--- src/rtl/uart_pkg.sv ---
// Shared types and constants for the UART TX scheduler.
// Holds the FSM state enum, ASCII constants and frame-length helper.
package uart_pkg;

  typedef enum logic [1:0] {
    S_IDLE,
    S_LOAD,
    S_FRAME,
    S_ECHO
  } state_t;

  typedef struct packed {
    logic [3:0] h10;
    logic [3:0] h1;
    logic [3:0] m10;
    logic [3:0] m1;
    logic [3:0] s10;
    logic [3:0] s1;
  } bcd_time_t;

  localparam logic [7:0] ASCII_0 = 8'h30;
  localparam logic [7:0] ASCII_Q = 8'h3F;
  localparam logic [7:0] ASCII_CR = 8'h0D;
  localparam logic [7:0] ASCII_LF = 8'h0A;

  function automatic int unsigned frame_len(input bit crlf);
    return crlf ? 10 : 8;
  endfunction

endpackage

--- src/rtl/uart_tx_sched_bcd.sv ---
// BCD digit to ASCII converter; invalid digits (>9) map to '?'.
// Ports: digit (4b BCD in), ascii (8b character out).
module bcd_to_ascii
  import uart_pkg::*;
(
  input  logic [3:0] digit,
  output logic [7:0] ascii
);

  always_comb begin
    if (digit <= 4'd9) ascii = ASCII_0 + {4'h0, digit};
    else ascii = ASCII_Q;
  end

endmodule

--- src/rtl/uart_tx_sched.sv ---
// Shares the UART TX FIFO write port between time-report frames and echo bytes.
// Ports: clk/rst, tick_1s, report_en, req_report, echo_valid/echo_data,
//  BCD digits, tx_full in; tx_wr, tx_wdata, busy, echo_drop out.
module uart_tx_sched
  import uart_pkg::*;
#(
  parameter int         DATA_WIDTH = 8,
  parameter bit         SEND_CRLF  = 1'b1,
  parameter logic [7:0] SEP_CHAR   = 8'h3A
) (
  input  logic                  clk,
  input  logic                  rst,
  input  logic                  tick_1s,
  input  logic                  report_en,
  input  logic                  req_report,
  input  logic                  echo_valid,
  input  logic [DATA_WIDTH-1:0] echo_data,
  input  logic [3:0]            hour10,
  input  logic [3:0]            hour1,
  input  logic [3:0]            min10,
  input  logic [3:0]            min1,
  input  logic [3:0]            sec10,
  input  logic [3:0]            sec1,
  input  logic                  tx_full,
  output logic                  tx_wr,
  output logic [DATA_WIDTH-1:0] tx_wdata,
  output logic                  busy,
  output logic                  echo_drop
);

  localparam logic [3:0] LAST = 4'(frame_len(SEND_CRLF) - 1);

  state_t                state;
  state_t                state_nx;
  logic                  rpt_pend;
  logic                  echo_pend;
  logic [DATA_WIDTH-1:0] echo_reg;
  logic [3:0]            idx;
  bcd_time_t             snap;

  logic                  rpt_req;
  logic                  consume;
  logic [3:0]            digit;
  logic                  use_digit;
  logic [7:0]            fixed;
  logic [7:0]            digit_ascii;

  assign rpt_req = (tick_1s & report_en) | req_report;
  assign tx_wr   = ((state == S_FRAME) || (state == S_ECHO)) & ~tx_full;
  assign consume = (state == S_ECHO) & ~tx_full;
  assign busy    = (state != S_IDLE);

  // IDLE also looks at this cycle's requests so a trigger at N
  // reaches LOAD/ECHO at N+1.
  always_comb begin
    state_nx = state;
    unique case (state)
      S_IDLE: begin
        if (echo_pend | echo_valid) state_nx = S_ECHO;
        else if (rpt_pend | rpt_req) state_nx = S_LOAD;
      end
      S_LOAD: state_nx = S_FRAME;
      S_FRAME: begin
        if (tx_wr && (idx == LAST)) state_nx = S_IDLE;
      end
      S_ECHO: begin
        if (!tx_full) state_nx = S_IDLE;
      end
    endcase
  end

  always_comb begin
    digit     = 4'h0;
    use_digit = 1'b0;
    fixed     = 8'h00;
    case (idx)
      4'd0: begin digit = snap.h10; use_digit = 1'b1; end
      4'd1: begin digit = snap.h1;  use_digit = 1'b1; end
      4'd2: fixed = SEP_CHAR;
      4'd3: begin digit = snap.m10; use_digit = 1'b1; end
      4'd4: begin digit = snap.m1;  use_digit = 1'b1; end
      4'd5: fixed = SEP_CHAR;
      4'd6: begin digit = snap.s10; use_digit = 1'b1; end
      4'd7: begin digit = snap.s1;  use_digit = 1'b1; end
      4'd8: fixed = ASCII_CR;
      4'd9: fixed = ASCII_LF;
      default: fixed = 8'h00;
    endcase
  end

  bcd_to_ascii u_bcd (
    .digit (digit),
    .ascii (digit_ascii)
  );

  always_comb begin
    tx_wdata = '0;
    unique case (state)
      S_FRAME: tx_wdata = DATA_WIDTH'(use_digit ? digit_ascii : fixed);
      S_ECHO:  tx_wdata = echo_reg;
      default: tx_wdata = '0;
    endcase
  end

  always_ff @(posedge clk) begin
    if (rst) begin
      state     <= S_IDLE;
      rpt_pend  <= 1'b0;
      echo_pend <= 1'b0;
      echo_reg  <= '0;
      echo_drop <= 1'b0;
      idx       <= 4'd0;
      snap      <= '0;
    end else begin
      state <= state_nx;

      // LOAD consumes the pending request; a same-cycle one re-arms it.
      if (state == S_LOAD) rpt_pend <= rpt_req;
      else if (rpt_req) rpt_pend <= 1'b1;

      // Holding reg frees up in the cycle its byte is written.
      if (echo_valid) begin
        if (!echo_pend || consume) begin
          echo_reg  <= echo_data;
          echo_pend <= 1'b1;
        end else begin
          echo_drop <= 1'b1;
        end
      end else if (consume) begin
        echo_pend <= 1'b0;
      end

      if (state == S_LOAD) begin
        snap <= '{h10: hour10, h1: hour1, m10: min10,
                  m1: min1, s10: sec10, s1: sec1};
        idx  <= 4'd0;
      end else if ((state == S_FRAME) && tx_wr) begin
        idx <= idx + 4'd1;
      end
    end
  end

endmodule

--- config.mk ---
export PLATFORM = sky130hd
export DESIGN_NAME = uart_tx_sched
export DESIGN_NICKNAME = d
export VERILOG_FILES = /design/src/rtl/uart_pkg.sv /design/src/rtl/uart_tx_sched_bcd.sv /design/src/rtl/uart_tx_sched.sv
export SDC_FILE = /design/constraint.sdc
export NUM_CORES = 1
export LEC_CHECK = 0
export CAP_MARGIN = 0
export CORE_ASPECT_RATIO = 0.9
export CORE_MARGIN = 1
export CORE_UTILIZATION = 65
export DETAILED_ROUTE_END_ITERATION = 6
export DONT_BUFFER_PORTS = 1
export PLACE_DENSITY = 0.81
export SYNTH_ARGS = -nofsm -noshare
export SYNTH_HDL_FRONTEND = slang
export SYNTH_SLANG_ARGS = --single-unit
--- constraint.sdc ---
create_clock -name clk -period 4.65 [get_ports clk]
set_input_delay 0.93 -clock clk [delete_from_list [all_inputs] [get_ports clk]]
set_output_delay 0.93 -clock clk [all_outputs]
set_load 0.1 [all_outputs]
Yosys cells after proc, flatten, opt, wreduce, memory -nomap -nowiden:

Cells that the tools add are included.

* $add $sub $neg: 2
* multipliers: 0
* divide/modulo/power cells: 0
* magnitude comparators: 1
* equal/unequal tests: 16
* shift operators: 0
* mux-type cells: 16
* bitwise operators: 8
* reduce and logical (&&, ||, !) cells: 17

Operator list (count)
* $pmux W4 S6: 1
* $pmux W6 S3: 1
* $eq A4 B3 Y1 const B: 4
* $mux W8: 2
* $pmux W8 S2: 1
* $eq A4 B2 Y1 const B: 2
* $eq A4 B4 Y1 const B: 2
* $mux W2: 4
* $pmux W2 S4: 1
* $add A6 B4 Y7 const A: 1
* $mux W1: 6
* $reduce_and A2 Y1: 3
* $reduce_bool A2 Y1: 3
* $reduce_or A6 Y1: 1
* $add A4 B1 Y4 const B: 1
* $eq A2 B2 Y1 const B: 2
* $eq A4 B1 Y1 const B: 1
* $le A4 B4 Y1 const B: 1
* $logic_not A4 Y1: 1
* $ne A2 B1 Y1 const B: 2
* $reduce_or A2 Y1: 2
* $and A1 B1 Y1: 3
* $ne A3 B3 Y1 const B: 1
* $or A1 B1 Y1: 3
* other kinds (8): 11

* register bits after elaboration: 41
* latch bits: 0
* RAM bits: 0
* bits in read-only memories: 0
* input port bits: 39
* output and inout bits: 11
* memories kept: 0

Longest topological paths before layout:

Gate-level depths: netlist (run 1).

* depth in word-level cells: 6
* gate-level depth with buffers: 7

Hierarchy:

From an unflattened synthesis (run 1), not the netlist that was laid out.

* cell total of the unflattened synthesis: 284
* area total of the unflattened synthesis: 2262.2 um^2

Modules (own cells, without submodules)
* uart_tx_sched: times used 1, cells each 273, area an instance 2194.6 um^2
* bcd_to_ascii: times used 1, cells each 11, area an instance 67.6 um^2

Worst setup path after synthesis (run 1):

No wires, ideal clock.

* path type: flip-flop to output port
* from: reg idx[0]
* to: out tx_wdata[2]
* data arrival time: 3.617 ns
* required time: 3.720 ns
* slack: 0.103 ns
* stages on the path, launching flop included: 8
* buffers on the path: 1
* cells stage by stage: dfxtp_1 > inv_1 > ha_1 > buf_6 > a222oi_1 > mux2_2 > o211a_1 > o31ai_1

* word-level cells in the longest chain between the ends: 6
* elaborated cells between the ends (all ways): 20
* those cells by class: add/sub: 1; order compare: 1; eq/ne: 9; mux: 6; reduce/logical: 3

RTL lines
* start, declared: RTL line uart_tx_sched.sv:38 `logic [3:0] idx;`
* start signal, assigned: RTL line uart_tx_sched.sv:138 `idx <= idx + 4'd1;`
* $eq A4 B3 Y1, or another cell as far along: RTL line uart_tx_sched.sv:76 `case (idx)`
* $pmux W4 S6: RTL line uart_tx_sched.sv:76
* $add A6 B4 Y7 / $le A4 B4 Y1 (equally long branches): RTL line uart_tx_sched_bcd.sv:11 `if (digit <= 4'd9) ascii = ASCII_0 + {4'h0, digit};`
* $mux W8: RTL line uart_tx_sched_bcd.sv:11
* $mux W8 (*): RTL line uart_tx_sched.sv:99 `S_FRAME: tx_wdata = DATA_WIDTH'(use_digit ? digit_ascii : fixed);`
* $pmux W8 S2 (*): RTL line uart_tx_sched.sv:98 `unique case (state)`
* end, declared: RTL line uart_tx_sched.sv:26 `output logic [DATA_WIDTH-1:0] tx_wdata,`

Mark *: on every way between the ends. The rest lies on a longest branch, timed or not.

Worst setup path after layout (run 1):

* from: reg idx[0]
* to: out tx_wdata[1]

The elaborated chain is that of the path after synthesis.

==> metrics.txt, run 1 <==
# TYPE chip_impl_metric gauge
chip_impl_metric{name="max_clock_freq",unit="MHz"} 263
chip_impl_metric{name="dieArea",unit="um2"} 3270
chip_impl_metric{name="grt-ovfl-total",unit=""} 0
chip_impl_metric{name="start_util",unit="%"} 70.2
chip_impl_info{name="run_status",value="finished, final reports clean"} 1
chip_impl_metric{name="cts_repair_resize_count",unit=""} 0
chip_impl_info{name="cp-startpoint",value="idx[0]"} 1
chip_impl_metric{name="dp.cells",unit=""} 269
chip_impl_metric{name="max-cap-violations",unit=""} 0
chip_impl_metric{name="ys_async_sr_fraction",unit="%"} 0
chip_impl_metric{name="drt_pass1_iterations",unit=""} 4
chip_impl_info{name="timing.rr.start",value="state[1]"} 1
chip_impl_metric{name="hold_viol",unit=""} 0
chip_impl_metric{name="cp_data_required_time",unit="ns"} 3.72
chip_impl_metric{name="layout-area-overhead-vs-synth",unit="%"} 3.04
chip_impl_metric{name="postSynthAreaPerCell",unit="um2"} 8.10
chip_impl_metric{name="fin_worst_skew",unit="ns"} 0.00394
chip_impl_metric{name="grt_use_met3",unit="%"} 6.38
chip_impl_metric{name="mappedNetlistArea",unit="um2"} 1980
chip_impl_metric{name="antenna-diode-count",unit=""} 0
chip_impl_metric{name="portBuffers",unit=""} 0
chip_impl_info{name="global_route.peak_usage_layer",value="met2"} 1
chip_impl_metric{name="post-route-period-util",unit="%"} 81.8
chip_impl_metric{name="remaining_drc_errors",unit=""} 0
chip_impl_info{name="cts_tree",value="done"} 1
chip_impl_info{name="cts_root_buffer",value="clkbuf_4"} 1
chip_impl_metric{name="clkTransAtPathRegs",unit="ns"} 0.11
chip_impl_metric{name="finalPower",unit="W"} 0.000706
chip_impl_metric{name="clock_sink_count",unit=""} 41
chip_impl_metric{name="track_usage",unit="%"} 27.3
chip_impl_metric{name="detailedPlacementHpwl",unit="um"} 2950
chip_impl_info{name="unrepaired_setup_endpoints_after_global_routing",value="false"} 1
chip_impl_metric{name="ctsHtreeMaxLevel",unit=""} 2
chip_impl_metric{name="num_io_pins",unit=""} 50
chip_impl_metric{name="layoutNonFillerInstCount",unit=""} 277
chip_impl_metric{name="largest_reg_flops",unit=""} 24
chip_impl_metric{name="route.detailed.wl_per_inst",unit="um"} 14.8
chip_impl_metric{name="synth.net_count",unit=""} 287
chip_impl_metric{name="worstSkewPairLatency",unit="ns"} 0.35
chip_impl_metric{name="synth_warnings",unit=""} 0
chip_impl_metric{name="gp_congestion",unit=""} 0.785
chip_impl_metric{name="core_region_area",unit="um2"} 2820
chip_impl_info{name="min-delay-start",value="snap[16]"} 1
chip_impl_metric{name="power.density_cell_area",unit="nW/um2"} 347
chip_impl_info{name="ys.flop_type",value="dfxtp_1"} 1
chip_impl_metric{name="drt-initial-drc-count",unit=""} 110
chip_impl_metric{name="period_minus_slack",unit="ns"} 3.81
chip_impl_metric{name="grt_antenna_before_repair",unit=""} 0
chip_impl_metric{name="ys_seq_elements",unit=""} 41
chip_impl_metric{name="routed_via_density",unit=""} 6.14
chip_impl_metric{name="synth.distinct_cells",unit=""} 44
chip_impl_metric{name="num-fill-cells",unit=""} 238
chip_impl_metric{name="synth_enable_flop_cells",unit=""} 0
chip_impl_metric{name="ant_nets",unit=""} 0
chip_impl_metric{name="cts-root-to-sink-buffers",unit=""} 2
chip_impl_metric{name="number_of_global_route_vias_before_repair",unit=""} 1533
chip_impl_metric{name="timing.final.setup_violations",unit=""} 0
chip_impl_metric{name="vias",unit=""} 1700
chip_impl_info{name="critPathKind",value="flop to output pin"} 1
chip_impl_metric{name="grt.met1_usage",unit="%"} 33.9
chip_impl_metric{name="placementRows",unit=""} 18
chip_impl_info{name="hold_class",value="flop to flop"} 1
chip_impl_metric{name="timing.setup.tns",unit="ns"} 0
chip_impl_metric{name="vdd_ir_drop_max",unit="mV"} 0.305
chip_impl_metric{name="worst_slew_pin_slew",unit="ns"} 1.18
chip_impl_metric{name="total_leakage_power",unit="nW"} 0.721
chip_impl_metric{name="die-width",unit="um"} 60.1
chip_impl_metric{name="syn-instance-count",unit=""} 244
chip_impl_metric{name="dieHeight",unit="um"} 54.3
chip_impl_metric{name="timing.max_slew.rel_slack",unit="%"} 20.7
chip_impl_metric{name="final_max_slew_viol_count",unit=""} 0
chip_impl_metric{name="worstPathArrival",unit="ns"} 2.88
chip_impl_metric{name="cts_setup_buffers",unit=""} 0
chip_impl_metric{name="fin_hold_ws",unit="ns"} 0.460
chip_impl_metric{name="yosysSeqAreaShare",unit="%"} 41.5
chip_impl_info{name="worst_setup_path_end_kind",value="output pin"} 1
chip_impl_info{name="cp-start-kind",value="flop"} 1
chip_impl_metric{name="cts_hold_buffers",unit=""} 0
chip_impl_metric{name="worstPathMaxFanout",unit=""} 14
chip_impl_metric{name="grt_start_max_net_pins",unit=""} 42
chip_impl_metric{name="totalWireLength",unit="um"} 4100
chip_impl_metric{name="drive_above_1_share",unit="%"} 8.86
chip_impl_metric{name="grtUsageMet2",unit="%"} 45.2
chip_impl_metric{name="design.final.nets",unit=""} 279
chip_impl_metric{name="grt_first_pass_wirelength",unit="um"} 6470
chip_impl_metric{name="cts_inserted_buffers",unit=""} 5
[area by class of cell]
cell class | count | area (um2) | area share, %
Clock buffer | 6 | 41.3 | 2.03
Clock inverter | 2 | 10.0 | 0.491
Inverter | 5 | 18.8 | 0.921
Multi-Input combinational cell | 179 | 1070 | 52.3
Sequential cell | 41 | 821 | 40.3
Tap cell | 40 | 50.0 | 2.46
Timing Repair Buffer | 4 | 30.0 | 1.47
[kinds of logic (layout without fill, tap and decap cells)]
| kind of cell | Yosys count | after routing | synth area share, % |
|---|---|---|---|
| simple gates | 96 | 96 | 21.2 |
| fa+ha+maj | 4 | 4 | 2.53 |
| buf+inv | 24 | 17 | 5.95 |
| flops | 41 | 41 | 41.5 |
| compound gates | 68 | 68 | 22.8 |
| mux | 11 | 11 | 5.95 |
[worst max-delay path: stages, from the launching register on]
cell and delay, ns:
dfxtp_1 0.45, ha_1 0.51, a222oi_1 0.20, mux2_2 0.33
o211ai_1 0.20, a32o_1 0.85
[path summary, 6_finish.rpt]
check	to	slack (ns)	depth (start not counted)
setup / recovery	tx_wdata[1]	0.84	5
hold / removal	snap[16]	0.46	2
setup reg to reg	idx[2]	2.26	4
hold reg to reg	snap[16]	0.46	2
[synth_stat cells, types with 3 or more instances]
cell type	number	area (um2)
mux2i_1	8	80.1
inv_1	5	18.8
nor2_1	20	75.1
nor3_1	4	20.0
buf_2	4	20.0
nand2_1	54	203
ha_1	4	50.1
buf_6	3	33.8
dfxtp_1	41	821
a21oi_1	32	160
clkbuf_1	11	41.3
nor2b_1	4	25.0
a222oi_1	8	80.1
o21ai_0	6	30.0
[per-layer routing]
metal	part of all wire [%]	wire length, um
met5	0	0
met2	48	1950
met4	1.2	48
met1	46	1890
met3	5.0	206
[report_power, final]
group	leakage [nW]	internal, W	switching, W
Sequential	0.335	0.000371	0.0000250
Combinational	0.354	0.0000395	0.000102
Clock	0.0320	0.0000577	0.000111
[placed cells by master (no fill, tap or decap), drive strengths merged, types with 3 or more instances in the layout]
cell | netlist | routed
nand2 | 54 | 54
dfxtp | 41 | 41
a21oi | 32 | 32
nor2 | 20 | 20
a222oi | 8 | 8
mux2i | 8 | 8
o21ai | 6 | 6
clkbuf | 11 | 6
inv | 5 | 5
nor3 | 4 | 4
ha | 4 | 4
buf | 8 | 4
nor2b | 4 | 4
mux2 | 3 | 3
[metrics by stage]
| step | util [%] | instance area [um2] | worst slack (ns) |
|---|---|---|---|
| finish | 72.4 | 2040 | 0.845 |
| detailed placement | 70.5 | 1990 | 1.26 |
| CTS | 72.4 | 2040 | 0.880 |
| floorplan | - | 1980 | 0.103 |
| global placement | 70.5 | 1990 | 1.38 |
| global route | 72.4 | 2040 | 0.720 |
(Power assumes the default switching activity.)
==> run 2, diff against run 1 <==
Settings changed: CORE_UTILIZATION 65 to 62, PLACE_DENSITY 0.81 to 0.78.
Clock period 4.65 ns to 3.68 ns, I/O delays scaled along.
==> run 2 against run 1 <==
Final cell count is 1.8% higher. Wire length is 9.0% higher. Register-to-register slack worse by 0.37 ns. Global-route usage is 0.41 points higher. Highest routed layer unchanged.
==> metrics.txt, run 2 (synthesis results as in run 1) <==
# TYPE chip_impl_metric gauge
chip_impl_info{name="run_status",value="finished, final reports clean"} 1
chip_impl_metric{name="start_util",unit="%"} 65.0
chip_impl_metric{name="totalWireLength",unit="um"} 4470
chip_impl_metric{name="period_minus_slack",unit="ns"} 3.47
chip_impl_info{name="unrepaired_setup_endpoints_after_global_routing",value="false"} 1
chip_impl_metric{name="grt-ovfl-total",unit=""} 0
chip_impl_info{name="cts_tree",value="done"} 1
chip_impl_metric{name="design.final.nets",unit=""} 282
chip_impl_metric{name="dieArea",unit="um2"} 3420
chip_impl_metric{name="cts_hold_buffers",unit=""} 0
chip_impl_info{name="leading_cell_types_in_the_layout_fill_and_taps_excluded",value="nand2_1, dfxtp_1, a21oi_1"} 1
chip_impl_metric{name="clkTransAtPathRegs",unit="ns"} 0.10
chip_impl_metric{name="num_io_pins",unit=""} 50
chip_impl_metric{name="ant_nets",unit=""} 0
chip_impl_info{name="layout.cells.most_common",value="nand2_1"} 1
chip_impl_metric{name="portBuffers",unit=""} 0
chip_impl_metric{name="largest_reg_flops",unit=""} 24
chip_impl_info{name="cp-start-kind",value="flop"} 1
chip_impl_metric{name="grt_start_max_net_pins",unit=""} 42
chip_impl_metric{name="fin_hold_ws",unit="ns"} 0.457
chip_impl_metric{name="antenna-diode-count",unit=""} 0
chip_impl_metric{name="reg2reg_setup_slack",unit="ns"} 1.89
chip_impl_metric{name="timing.max_slew.rel_slack",unit="%"} 35.7
chip_impl_metric{name="die-width",unit="um"} 61.5
chip_impl_metric{name="max_clock_freq",unit="MHz"} 288
chip_impl_metric{name="worstPathArrival",unit="ns"} 2.74
chip_impl_info{name="worst_setup_path_end_kind",value="output pin"} 1
chip_impl_metric{name="track_usage",unit="%"} 27.7
chip_impl_metric{name="drive_above_1_share",unit="%"} 9.17
chip_impl_metric{name="drt-initial-drc-count",unit=""} 117
chip_impl_metric{name="drt_pass1_iterations",unit=""} 7
chip_impl_metric{name="total_leakage_power",unit="nW"} 0.731
chip_impl_metric{name="vias",unit=""} 1724
chip_impl_metric{name="ctsHtreeMaxLevel",unit=""} 2
chip_impl_metric{name="clock_share_of_power",unit="%"} 23.1
chip_impl_info{name="cts_root_buffer",value="clkbuf_4"} 1
chip_impl_metric{name="dp.cells",unit=""} 274
chip_impl_metric{name="cp_data_required_time",unit="ns"} 2.94
chip_impl_metric{name="finalPower",unit="W"} 0.000892
chip_impl_metric{name="timing.final.setup_violations",unit=""} 0
chip_impl_metric{name="remaining_drc_errors",unit=""} 0
chip_impl_metric{name="combinationalPowerShare",unit="%"} 21.0
chip_impl_metric{name="core_region_area",unit="um2"} 3040
chip_impl_metric{name="placementRows",unit=""} 19
chip_impl_metric{name="power.density_cell_area",unit="nW/um2"} 433
chip_impl_metric{name="timing.setup.tns",unit="ns"} 0
chip_impl_metric{name="cts_repair_resize_count",unit=""} 0
chip_impl_metric{name="net_sw_share",unit="%"} 32.9
chip_impl_info{name="hold_class",value="input port to flop"} 1
chip_impl_metric{name="clock_sink_count",unit=""} 41
chip_impl_metric{name="power.internal",unit="W"} 0.000598
chip_impl_metric{name="vdd_ir_drop_max",unit="mV"} 0.270
chip_impl_metric{name="dieHeight",unit="um"} 55.6
chip_impl_metric{name="number_of_global_route_vias_before_repair",unit=""} 1535
chip_impl_metric{name="sequentialPowerShare",unit="%"} 55.9
chip_impl_metric{name="grt_first_pass_wirelength",unit="um"} 6940
chip_impl_metric{name="final_max_slew_viol_count",unit=""} 0
chip_impl_metric{name="grt_antenna_before_repair",unit=""} 0
chip_impl_metric{name="detailedPlacementHpwl",unit="um"} 3200
chip_impl_metric{name="layout-area-overhead-vs-synth",unit="%"} 4.18
chip_impl_metric{name="worst_slew_pin_slew",unit="ns"} 0.967
chip_impl_metric{name="worstSkewPairLatency",unit="ns"} 0.33
chip_impl_metric{name="route.detailed.wl_per_inst",unit="um"} 15.8
chip_impl_metric{name="post-route-period-util",unit="%"} 94.4
chip_impl_metric{name="cts_inserted_buffers",unit=""} 5
chip_impl_metric{name="p_sw",unit="W"} 0.000293
chip_impl_metric{name="cts-root-to-sink-buffers",unit=""} 2
chip_impl_metric{name="max-cap-violations",unit=""} 0
chip_impl_info{name="critPathKind",value="flop to output pin"} 1
chip_impl_metric{name="fin_worst_skew",unit="ns"} 0.00519
chip_impl_metric{name="routed_via_density",unit=""} 6.11
chip_impl_metric{name="worstPathMaxFanout",unit=""} 14
chip_impl_metric{name="hold_viol",unit=""} 0
chip_impl_metric{name="gp_congestion",unit=""} 0.893
chip_impl_metric{name="layoutNonFillerInstCount",unit=""} 282
chip_impl_metric{name="cts_setup_buffers",unit=""} 0
## run 2: changes by cell type in the layout (fill, tap and decap cells not counted), sizes merged
| cell | change |
|---|---|
| clkbuf | +2 |
| clkinv | -2 |
| buf | +3 |
## run 2: stage by stage
stage | worst slack (ns) | cell area (um2) | util (%)
floorplan | 0.175 | 1980 | -
global placement | 0.713 | 2010 | 66.1
detailed placement | 0.575 | 2010 | 66.1
CTS | 0.195 | 2060 | 67.7
global route | 0.0488 | 2060 | 67.7
finish | 0.205 | 2060 | 67.7
## run 2: area by class of cell
| type | instances | area, um2 |
|---|---|---|
| Clock buffer | 8 | 48.8 |
| Fill cell | 270 | 983 |
| Inverter | 5 | 18.8 |
| Multi-Input combinational cell | 179 | 1070 |
| Sequential cell | 41 | 821 |
| Tap cell | 42 | 52.6 |
| Timing Repair Buffer | 7 | 52.6 |
## run 2: path summary, 6_finish.rpt
check | depth (start not counted) | endpoint | startpoint
setup / recovery | 6 | tx_wdata[0] | idx[0]
hold / removal | 1 | snap[0] | rst
setup reg to reg | 3 | snap[19] | state[1]
hold reg to reg | 2 | snap[17] | snap[17]
## run 2: power by group through the flow
stage	Combinational [W]	Sequential, W	Clock (W)
after floorplan	0.000171	0.000495	0
after global placement	0.000180	0.000507	0
after detailed placement	0.000187	0.000508	0
after CTS	0.000187	0.000498	0.000210
after global routing	0.000201	0.000501	0.000228
final	0.000187	0.000498	0.000206
## run 2: worst max-delay path: stages, from the launching register on
cell      delay (ns)
dfxtp_1         0.44
ha_1            0.51
a222oi_1        0.21
mux2_2          0.33
a211o_1         0.31
a221oi_4        0.26
buf_4           0.33
## run 2: per-layer routing
layer	global-route usage, %	up-vias	share of wire, %	wire [um]
met1	35.8	815	44	1960
li1	-	848	-	-
met2	44.2	52	49	2190
met5	0	-	0	0
met4	10.2	0	1.7	76
met3	6.28	9	5.3	235
==> run 3, diff against run 2 <==
Settings changed: CORE_UTILIZATION 62 to 56, PLACE_DENSITY 0.78 to 0.74.
Clock period 3.68 ns to 3.18 ns, I/O delays scaled along.
==> run 3 against run 2 <==
Final cell count up 2.1%. Power rose by 38%. Wire length decreased by 5.5%. Final area rose by 6.3%. Via count down 1.2%. Largest power group unchanged. Highest routed layer unchanged.
==> metrics.txt, run 3 (synthesis results as in run 1) <==
# TYPE chip_impl_metric gauge
chip_impl_metric{name="post-route-worst-setup-slack",unit="ns"} 0.101
chip_impl_metric{name="postPlaceCellArea",unit="um2"} 2060
chip_impl_metric{name="period_minus_slack",unit="ns"} 3.08
chip_impl_metric{name="max-cap-violations",unit=""} 0
chip_impl_metric{name="dieHeight",unit="um"} 58.4
chip_impl_metric{name="num_io_pins",unit=""} 50
chip_impl_metric{name="worstPathArrival",unit="ns"} 2.44
chip_impl_info{name="cts_root_buffer",value="clkbuf_8"} 1
chip_impl_metric{name="layoutNonFillerInstCount",unit=""} 288
chip_impl_metric{name="ctsHtreeMaxLevel",unit=""} 2
chip_impl_metric{name="vias",unit=""} 1703
chip_impl_metric{name="grt_use_met3",unit="%"} 6.20
chip_impl_metric{name="timing.final.setup_violations",unit=""} 0
chip_impl_metric{name="fin_worst_skew",unit="ns"} 0.00757
chip_impl_info{name="worst_setup_path_end_kind",value="output pin"} 1
chip_impl_metric{name="worstPathMaxFanout",unit=""} 14
chip_impl_metric{name="cts_inserted_buffers",unit=""} 5
chip_impl_metric{name="ant_nets",unit=""} 0
chip_impl_metric{name="route.detailed.wl_per_inst",unit="um"} 14.7
chip_impl_metric{name="placementRows",unit=""} 20
chip_impl_info{name="run_status",value="finished, final reports clean"} 1
chip_impl_metric{name="portBuffers",unit=""} 0
chip_impl_metric{name="power.density_cell_area",unit="nW/um2"} 563
chip_impl_metric{name="track_usage",unit="%"} 23.7
chip_impl_metric{name="start_util",unit="%"} 58.5
chip_impl_metric{name="final_max_slew_viol_count",unit=""} 0
chip_impl_metric{name="gp_congestion",unit=""} 0.789
chip_impl_metric{name="grt_antenna_before_repair",unit=""} 0
chip_impl_metric{name="antenna-diode-count",unit=""} 0
chip_impl_metric{name="timing.setup.tns",unit="ns"} 0
chip_impl_info{name="critPathKind",value="flop to output pin"} 1
chip_impl_metric{name="power.internal",unit="W"} 0.000866
chip_impl_metric{name="die-width",unit="um"} 64.6
chip_impl_metric{name="grtUsageMet2",unit="%"} 33.2
chip_impl_metric{name="preCtsSetupSlack",unit="ns"} 0.306
chip_impl_metric{name="grt.met1_usage",unit="%"} 34.1
chip_impl_metric{name="p_sw",unit="W"} 0.000367
chip_impl_metric{name="final-seq-area",unit="um2"} 821
chip_impl_metric{name="vdd_ir_drop_max",unit="mV"} 0.412
chip_impl_metric{name="remaining_drc_errors",unit=""} 0
chip_impl_metric{name="layout-area-overhead-vs-synth",unit="%"} 10.7
chip_impl_metric{name="grt_first_pass_wirelength",unit="um"} 6710
chip_impl_metric{name="worstSkewPairLatency",unit="ns"} 0.30
chip_impl_metric{name="grt_start_max_net_pins",unit=""} 42
chip_impl_metric{name="drt_pass1_iterations",unit=""} 6
chip_impl_metric{name="num-fill-cells",unit=""} 306
chip_impl_metric{name="worst_slew_pin_slew",unit="ns"} 0.955
chip_impl_metric{name="drive_above_1_share",unit="%"} 14.3
chip_impl_info{name="cts_tree",value="done"} 1
chip_impl_metric{name="core_region_area",unit="um2"} 3380
chip_impl_metric{name="cts_hold_buffers",unit=""} 0
chip_impl_metric{name="timing.max_slew.rel_slack",unit="%"} 36.2
chip_impl_metric{name="largest_reg_flops",unit=""} 24
chip_impl_metric{name="cts_setup_buffers",unit=""} 0
chip_impl_metric{name="clock_share_of_power",unit="%"} 35.3
chip_impl_metric{name="grt-ovfl-total",unit=""} 0
chip_impl_metric{name="totalWireLength",unit="um"} 4220
chip_impl_info{name="hold_class",value="input port to flop"} 1
chip_impl_metric{name="clkTransAtPathRegs",unit="ns"} 0.08
chip_impl_metric{name="detailedPlacementHpwl",unit="um"} 2920
chip_impl_metric{name="dieArea",unit="um2"} 3770
chip_impl_metric{name="dp.cells",unit=""} 280
chip_impl_metric{name="total_leakage_power",unit="nW"} 0.781
chip_impl_metric{name="hold_viol",unit=""} 0
chip_impl_info{name="cp-start-kind",value="flop"} 1
chip_impl_metric{name="net_sw_share",unit="%"} 29.8
chip_impl_info{name="global_route.peak_usage_layer",value="met1"} 1
chip_impl_metric{name="sequentialPowerShare",unit="%"} 46.7
chip_impl_metric{name="routed_via_density",unit=""} 5.91
chip_impl_metric{name="max_clock_freq",unit="MHz"} 325
chip_impl_metric{name="clock_sink_count",unit=""} 41
chip_impl_metric{name="final_area",unit="um2"} 2190
chip_impl_metric{name="reg2reg_setup_slack",unit="ns"} 1.48
chip_impl_metric{name="drt-initial-drc-count",unit=""} 127
chip_impl_metric{name="area_of_the_multi_input_gates",unit="um2"} 1080
chip_impl_info{name="leading_cell_types_in_the_layout_fill_and_taps_excluded",value="nand2_1, dfxtp_1, a21oi_1"} 1
chip_impl_info{name="layout.cells.most_common",value="nand2_1"} 1
chip_impl_info{name="unrepaired_setup_endpoints_after_global_routing",value="true"} 1
chip_impl_metric{name="number_of_global_route_vias_before_repair",unit=""} 1366
chip_impl_metric{name="cp_data_required_time",unit="ns"} 2.54
chip_impl_metric{name="cts-root-to-sink-buffers",unit=""} 2
chip_impl_metric{name="post-route-period-util",unit="%"} 96.8
chip_impl_metric{name="combinationalPowerShare",unit="%"} 18.0
chip_impl_metric{name="design.final.nets",unit=""} 286
run 3: final cells by class:
cell class	count	area share, %
Timing Repair Buffer	11	4.35
Tap cell	44	2.52
Sequential cell	41	37.5
Inverter	5	0.858
Clock buffer	6	3.77
Multi-Input combinational cell	179	49.3
Clock inverter	2	1.72
run 3: power groups by stage:
stage / combinational (W) / sequential [W] / clock, W
floorplan: 0.000203 / 0.000573 / 0
finish: 0.000222 / 0.000575 / 0.000435
detailed placement: 0.000220 / 0.000586 / 0
global placement: 0.000217 / 0.000586 / 0
CTS: 0.000221 / 0.000574 / 0.000445
global route: 0.000238 / 0.000579 / 0.000467
run 3: path summary, 6_finish.rpt:
kind                  from          end  cells past startpoint
setup / recovery    idx[0]  tx_wdata[0]                      6
hold / removal         rst     snap[11]                      1
setup reg to reg  state[1]     snap[16]                      3
hold reg to reg   snap[20]     snap[20]                      2
run 3: timing repair:
action / in CTS / in global routing
gates resized for setup: 1 / 5
hold endpoints to repair: 0 / 0
pin swaps: 0 / 0
endpoints found under the setup margin: 2 / 6
run 3: per-stage QoR:
step	hold WS (ns)	util [%]	power, W
floorplan	0.436	-	0.000776
global placement	0.440	60.9	0.000804
detailed placement	0.443	60.9	0.000806
CTS	0.386	64.5	0.00124
global route	0.381	64.8	0.00128
finish	0.396	64.8	0.00123
run 3: critical path: stages (launching register included):
cell and delay (ns):
dfxtp_1 0.44, ha_2 0.38, a222oi_1 0.16, mux2_2 0.31, a211o_1 0.34, a221oi_4 0.31, buf_12 0.21
run 3: per-layer routing:
layer  wire, um  vias to the layer above  part of all wire [%]
li1           -                      855                     -
met1       2030                      792                    48
met2       1890                       48                    45
met3        235                        8                   5.6
met4         69                        0                   1.6
met5          0                        -                     0
